--- config.mk ---
export PLATFORM = sky130hd
export DESIGN_NAME = mbit_hs_rx
export DESIGN_NICKNAME = d
export VERILOG_FILES = /design/src/rtl/mbit_hs_rx.sv
export SDC_FILE = /design/constraint.sdc
export NUM_CORES = 1
export LEC_CHECK = 0
export CAP_MARGIN = 5
export CORE_MARGIN = 2
export CORE_UTILIZATION = 39
export CTS_CLUSTER_SIZE = 40
export DETAILED_ROUTE_END_ITERATION = 10
export GPL_TIMING_DRIVEN = 0
export PLACE_DENSITY = 0.75
export SLEW_MARGIN = 0
export SYNTH_ARGS = -nofsm -noshare
export SYNTH_HDL_FRONTEND = slang
export SYNTH_SLANG_ARGS = --single-unit
--- constraint.sdc ---
create_clock -name clkb -period 1.2 [get_ports clkb]
set_input_delay 0.24 -clock clkb [delete_from_list [all_inputs] [get_ports clkb]]
set_output_delay 0.24 -clock clkb [all_outputs]
set_load 0.1 [all_outputs]
--- src/rtl/mbit_hs_rx.sv ---
// mbit_hs_rx: destination-side end of a four-phase req/ack multi-bit CDC.
// The request level is synchronized into clkb. The data word is sampled
// directly because the source holds it stable while req_in is high. The
// captured word is presented on a one-entry valid/ready output buffer.
//
// Optional build macro: MBIT_HS_RX_PARITY_EN. When it is defined, the block
// adds par_in and a sticky par_err flag. When it is undefined, the block has
// no parity ports and no parity logic.
//
// state | meaning
// ------+--------------------------------------------------------------
// IDLE  | ack_out low; capture once req_s is high and the buffer is free
// ACK   | ack_out high; wait for req_s to drop, then release the source
module mbit_hs_rx #(
  parameter int DATA_WIDTH  = 8,
  parameter int SYNC_STAGES = 2
) (
  input  logic                  clkb,
  input  logic                  rst_n,
  input  logic                  req_in,
  input  logic [DATA_WIDTH-1:0] data_in,
`ifdef MBIT_HS_RX_PARITY_EN
  input  logic                  par_in,
  output logic                  par_err,
`endif
  output logic                  ack_out,
  output logic [DATA_WIDTH-1:0] dout,
  output logic                  dout_valid,
  input  logic                  dout_ready
);

  typedef enum logic {IDLE = 1'b0, ACK = 1'b1} state_t;

  state_t                 state;
  logic [SYNC_STAGES-1:0] sync_q;
  logic                   req_s;
  logic                   free;

  assign req_s = sync_q[SYNC_STAGES-1];
  // A word can be captured when the buffer is empty or is being drained on this edge.
  assign free  = !dout_valid || dout_ready;

  // Shift the asynchronous request level through the synchronizer chain.
  always_ff @(posedge clkb) begin
    if (!rst_n) begin
      sync_q <= '0;
    end else begin
      sync_q <= {sync_q[SYNC_STAGES-2:0], req_in};
    end
  end

  // Run the handshake FSM and the output buffer. The consumer drains the buffer first, and a capture on the same edge overrides that drain.
  always_ff @(posedge clkb) begin
    if (!rst_n) begin
      state      <= IDLE;
      ack_out    <= 1'b0;
      dout_valid <= 1'b0;
      dout       <= '0;
`ifdef MBIT_HS_RX_PARITY_EN
      par_err    <= 1'b0;
`endif
    end else begin
      if (dout_valid && dout_ready) begin
        dout_valid <= 1'b0;
      end
      case (state)
        IDLE: begin
          if (req_s && free) begin
            dout       <= data_in;
            dout_valid <= 1'b1;
            ack_out    <= 1'b1;
            state      <= ACK;
`ifdef MBIT_HS_RX_PARITY_EN
            if (^{data_in, par_in}) begin
              par_err <= 1'b1;
            end
`endif
          end
        end
        ACK: begin
          if (!req_s) begin
            ack_out <= 1'b0;
            state   <= IDLE;
          end
        end
        default: begin
          ack_out <= 1'b0;
          state   <= IDLE;
        end
      endcase
    end
  end

endmodule

**Word level (Yosys, flattened, before mapping)**

Cells that the tools add are included.

- Bits in registers: 13
- Output and inout bits: 10
- Word-level logic and storage cells: 23

- Equal/unequal tests: 2
- Muxes and demuxes: 9
- Bitwise gates (word level): 1
- Reduce and logical (&&, ||, !) cells: 6

Operators with widths:

| operator | count |
|---|---|
| $mux W1 | 7 |
| $ne A2 B2 Y1 const B | 2 |
| $pmux W1 S2 | 2 |
| $reduce_and A2 Y1 | 2 |
| $logic_and A1 B1 Y1 | 2 |
| $logic_not A1 Y1 | 1 |
| $logic_or A1 B1 Y1 | 1 |
| $not A1 Y1 | 1 |

**Longest topological paths before layout**

Gate-level depths: netlist (run 1).

- Word-level depth: 5
- Depth in mapped cells: 4
- Gate-level depth less buffers: 3

**Least setup slack after synthesis (run 1)**

No wires, ideal clock.

- Path kind: register -> register
- Start: register dout_valid
- End: register ack_out
- Arrival time: 1.499 ns
- Path slack: -0.413 ns
- Stages on the path, launching flop included: 5
- Period minus slack after synthesis: 1.613 ns
- Path through: dfxtp_1 nand2b_4 nor2b_4 buf_6 o21a_1

- Cells in the longest elaborated chain, start to end: 5

RTL lines:

| item | RTL line | text |
|---|---|---|
| from (decl) | 28 | `output logic dout_valid,` |
| from (signal assigned) | 57 | `dout_valid <= 1'b0;` |
| from (signal assigned) | 64 | `dout_valid <= 1'b0;` |
| from (signal assigned) | 70 | `dout_valid <= 1'b1;` |
| $logic_not A1 Y1 | 41 | `assign free = !dout_valid \|\| dout_ready;` |
| $logic_or A1 B1 Y1 | 41 |  |
| $logic_and A1 B1 Y1 | 68 | `if (req_s && free) begin` |
| $ne A2 B2 Y1 (no source line) | - |  |
| $reduce_and A2 Y1 (no source line) | - |  |
| to (signal assigned) | 56 | `ack_out <= 1'b0;` |
| to (signal assigned) | 71 | `ack_out <= 1'b1;` |
| to (signal assigned) | 82 | `ack_out <= 1'b0;` |
| to (decl) | 26 | `output logic ack_out,` |

No other way between the ends.
A chain may end at the register's enable or synchronous reset.

**Worst setup path after layout (run 1)**

- Start: register dout[4]
- End: output dout[4]

RTL lines:

| item | RTL line | text |
|---|---|---|
| from (decl) | 27 | `output logic [DATA_WIDTH-1:0] dout,` |
| from (signal assigned) | 69 | `dout <= data_in;` |

No word-level cell between the ends.

==> impl_metrics.tcl, run 1 <==
set metrics [dict create \
    status "completed" \
    cts_setup_buffers 0 \
    fin_tns_setup_ps 0 \
    slew_headroom_pct 81.3 \
    cap_viol_max_count 0 \
    via_per_inst 4.42 \
    fin_cells 90 \
    synth_edf_count 0 \
    diodes 0 \
    ys.flop_type "dfxtp_1" \
    nNetsFinal 88 \
    dpl_cell_area_sq_um 756 \
    dp_hpwl_um 684 \
    drv_slew 0 \
    cts_max_path_buffers 2 \
    drt-wirelength-per-cell_um 10.7 \
    crit_chain "buf_4" \
    die_w_um 40.2 \
    leakage_nw 0.330 \
    clock_sinks 13 \
    hold_end "sync_q[1]$_SDFF_PN0_" \
    whs_path_depth 1 \
    postSynthAreaPerCell_sq_um 10.2 \
    timing.rr.start "sync_q[1]$_SDFF_PN0_" \
    r2r_setup_slack_ps 190 \
    drt_wl_total_um 966 \
    clk_latency_ps 280 \
    reg2regPathDepth 4 \
    final-hold-violation-count 0 \
    rsz0062_at_grt "false" \
    period_share_pct 94.6 \
    vdd_drop_max_mv 0.761 \
    regArea_sq_um 275 \
    min_period_ps 1140 \
    io_pins 22 \
    die-area_sq_mm 0.00162 \
    synth.distinct_cells 13 \
    async_reset_ff_share_pct 0 \
    die_y_um 40.2 \
    initial_core_util_pct 40.3 \
    fmax_ghz 0.881 \
    final_area_sq_um 761 \
    cp_data_arrival_time_ps 900 \
    drt-initial-drc-count 10 \
    ys_ff_latch 13 \
    p_per_area_mw_per_mm2 1210 \
    timing.rr.end "dout[0]$_SDFFE_PN0P_" \
    antenna_found_initial 0 \
    placed_cells 86 \
    h-tree-depth 1 \
    synth_area_sq_um 512 \
    grt_remaining_overflow 0 \
    syn_inst 50 \
    critical_path.endpoint_type "output port" \
    antenna_left 0 \
    ys_seq_area_share_pct 50.9 \
    setup_viol 0 \
    grt_pass1_wl_um 1370 \
    crit_fanout 2 \
    cts.clk_slew.worst_paths_ps 80 \
    cts_buffers 3 \
    grtUsageTotal_pct 13.8 \
    min-delay-start "sync_q[0]$_SDFF_PN0_" \
    worst-path-buf-inv 1 \
    clk_root_buffer_cell "clkbuf_4" \
    cts_tree "yes" \
    yosys_warnings 0 \
    drive_gt1_share_pct 38.7 \
    yosysTopAreaCell "dfxtp_1" \
    drtPass1Iterations 4 \
    cp_slowest_stage_delay_ps 340 \
    grt_pass1_vias 324 \
    power.total_mw 0.920 \
    rows 13 \
    grt_max_degree 11 \
    portBuffers 21 \
    yosysMostFrequentCell "nand2_1" \
    clock_skew_ps 8.38 \
    syn2layout_area_growth_pct 48.7 \
    synth_top_area_share_pct 50.9 \
    core-area_sq_mm 0.00127 \
    synth_area_leaders "dfxtp_1 (51%), mux2i_1 (16%), nand2_1 (12%)" \
    cp_top_family "flip-flops" \
    gp_congestion 0.657 \
    n_fill_cell 108 \
    syn_nets 62 \
    drc 0 \
    multi_input_comb_area_sq_um 226 \
    worstSetupStartpointType "register" \
    path_class "register to output port" \
    finish.utilization_pct 60.0 \
    critPathRequiredTime_ps 960 \
    slowest_stage "dfxtp_2" \
    worst_slew_pin_slew_ps 283 \
    hp-class "register to register" \
    vias 398 \
    yosys-top-cells-count "nand2_1 (16), dfxtp_1 (13), mux2i_1 (8)" \
]
## worst register-to-register path, cell delays in order, from the launching register on
cell and delay [ps]:
dfxtp_1 410, nand2b_4 80, nor2b_4 110, buf_6 160, mux2i_1 180
## worst max path at each step
| stage | startpoint | to | slack (ps) | cells after the start |
|---|---|---|---|---|
| global placement | dout_valid$_SDFF_PN0_ | dout_valid | -500 | 1 |
| CTS | dout_valid$_SDFF_PN0_ | dout_valid | 30 | 1 |
| finish | dout[4]$_SDFFE_PN0P_ | dout[4] | 60 | 1 |
| global route | dout[4]$_SDFFE_PN0P_ | dout[4] | 20 | 1 |
| floorplan | dout_valid$_SDFF_PN0_ | ack_out$_SDFFE_PN0P_ | 50 | 4 |
| detailed placement | dout_valid$_SDFF_PN0_ | dout_valid | -500 | 1 |
## final cells by class
| type | count | area share (%) |
|---|---|---|
| sequential | 13 | 36.2 |
| multi-input combinational | 33 | 29.8 |
| timing repair buffer | 21 | 24.8 |
| clock buffer | 4 | 3.45 |
| buffer | 3 | 2.80 |
| tap | 15 | 2.47 |
| inverter | 1 | 0.493 |
## cell families (layout without fill, tap and decap cells)
group / Yosys count / count (layout) / share of synthesized area (%)
compound gates: 4 / 4 / 6.36
buf+inv: 4 / 29 / 4.89
flops: 13 / 13 / 50.9
mux: 8 / 8 / 15.6
simple gates: 21 / 21 / 22.2
## layer usage
| metal | GRT usage, % | wire length, um | vias up |
|---|---|---|---|
| met4 | 5.00 | 10 | 0 |
| met2 | 18.1 | 423 | 11 |
| li1 | - | - | 213 |
| met3 | 10.0 | 59 | 3 |
| met5 | 0 | 0 | - |
| met1 | 17.2 | 472 | 171 |
## per-stage QoR
step,hold slack (ps),setup WS [ps]
floorplan,367,52.7
global placement,414,-500
detailed placement,428,-498
CTS,436,26.3
global route,452,20.1
finish,430,64.4
## flip-flops by register name, summed over array words and instances, names as in the netlist
name        flops
dout            8
sync_q          2
ack_out         1
dout_valid      1
state           1
## power by group
group          internal (mW)  switching, mW  leakage, nW  total [mW]
clock network          0.129          0.132       0.0150       0.261
registers              0.449        0.00967        0.111       0.458
logic                 0.0736          0.127        0.204       0.201
total                  0.651          0.269        0.330       0.920
## cell usage in the layout (no fill, tap or decap), drive strengths merged
| cell | n |
|---|---|
| a21boi | 2 |
| and2 | 2 |
| buf | 13 |
| clkbuf | 4 |
| clkdlybuf4s50 | 11 |
| dfxtp | 13 |
| inv | 1 |
| mux2i | 8 |
| nand2 | 16 |
| nand2b | 2 |
| nor2b | 1 |
| o211a | 1 |
| o21a | 1 |
## repair_timing
item	4_1_cts	5_1_grt
setup endpoints to repair	10	1
gates resized for setup	60	1
hold buffers	0	0
(Power assumes the default switching activity.)
==> run 2, diff against run 1 <==
Settings changed: GPL_ROUTABILITY_DRIVEN set to 0.
==> results of run 2 <==
Same layout as run 1: the final DEF is identical, and so are final timing and power.
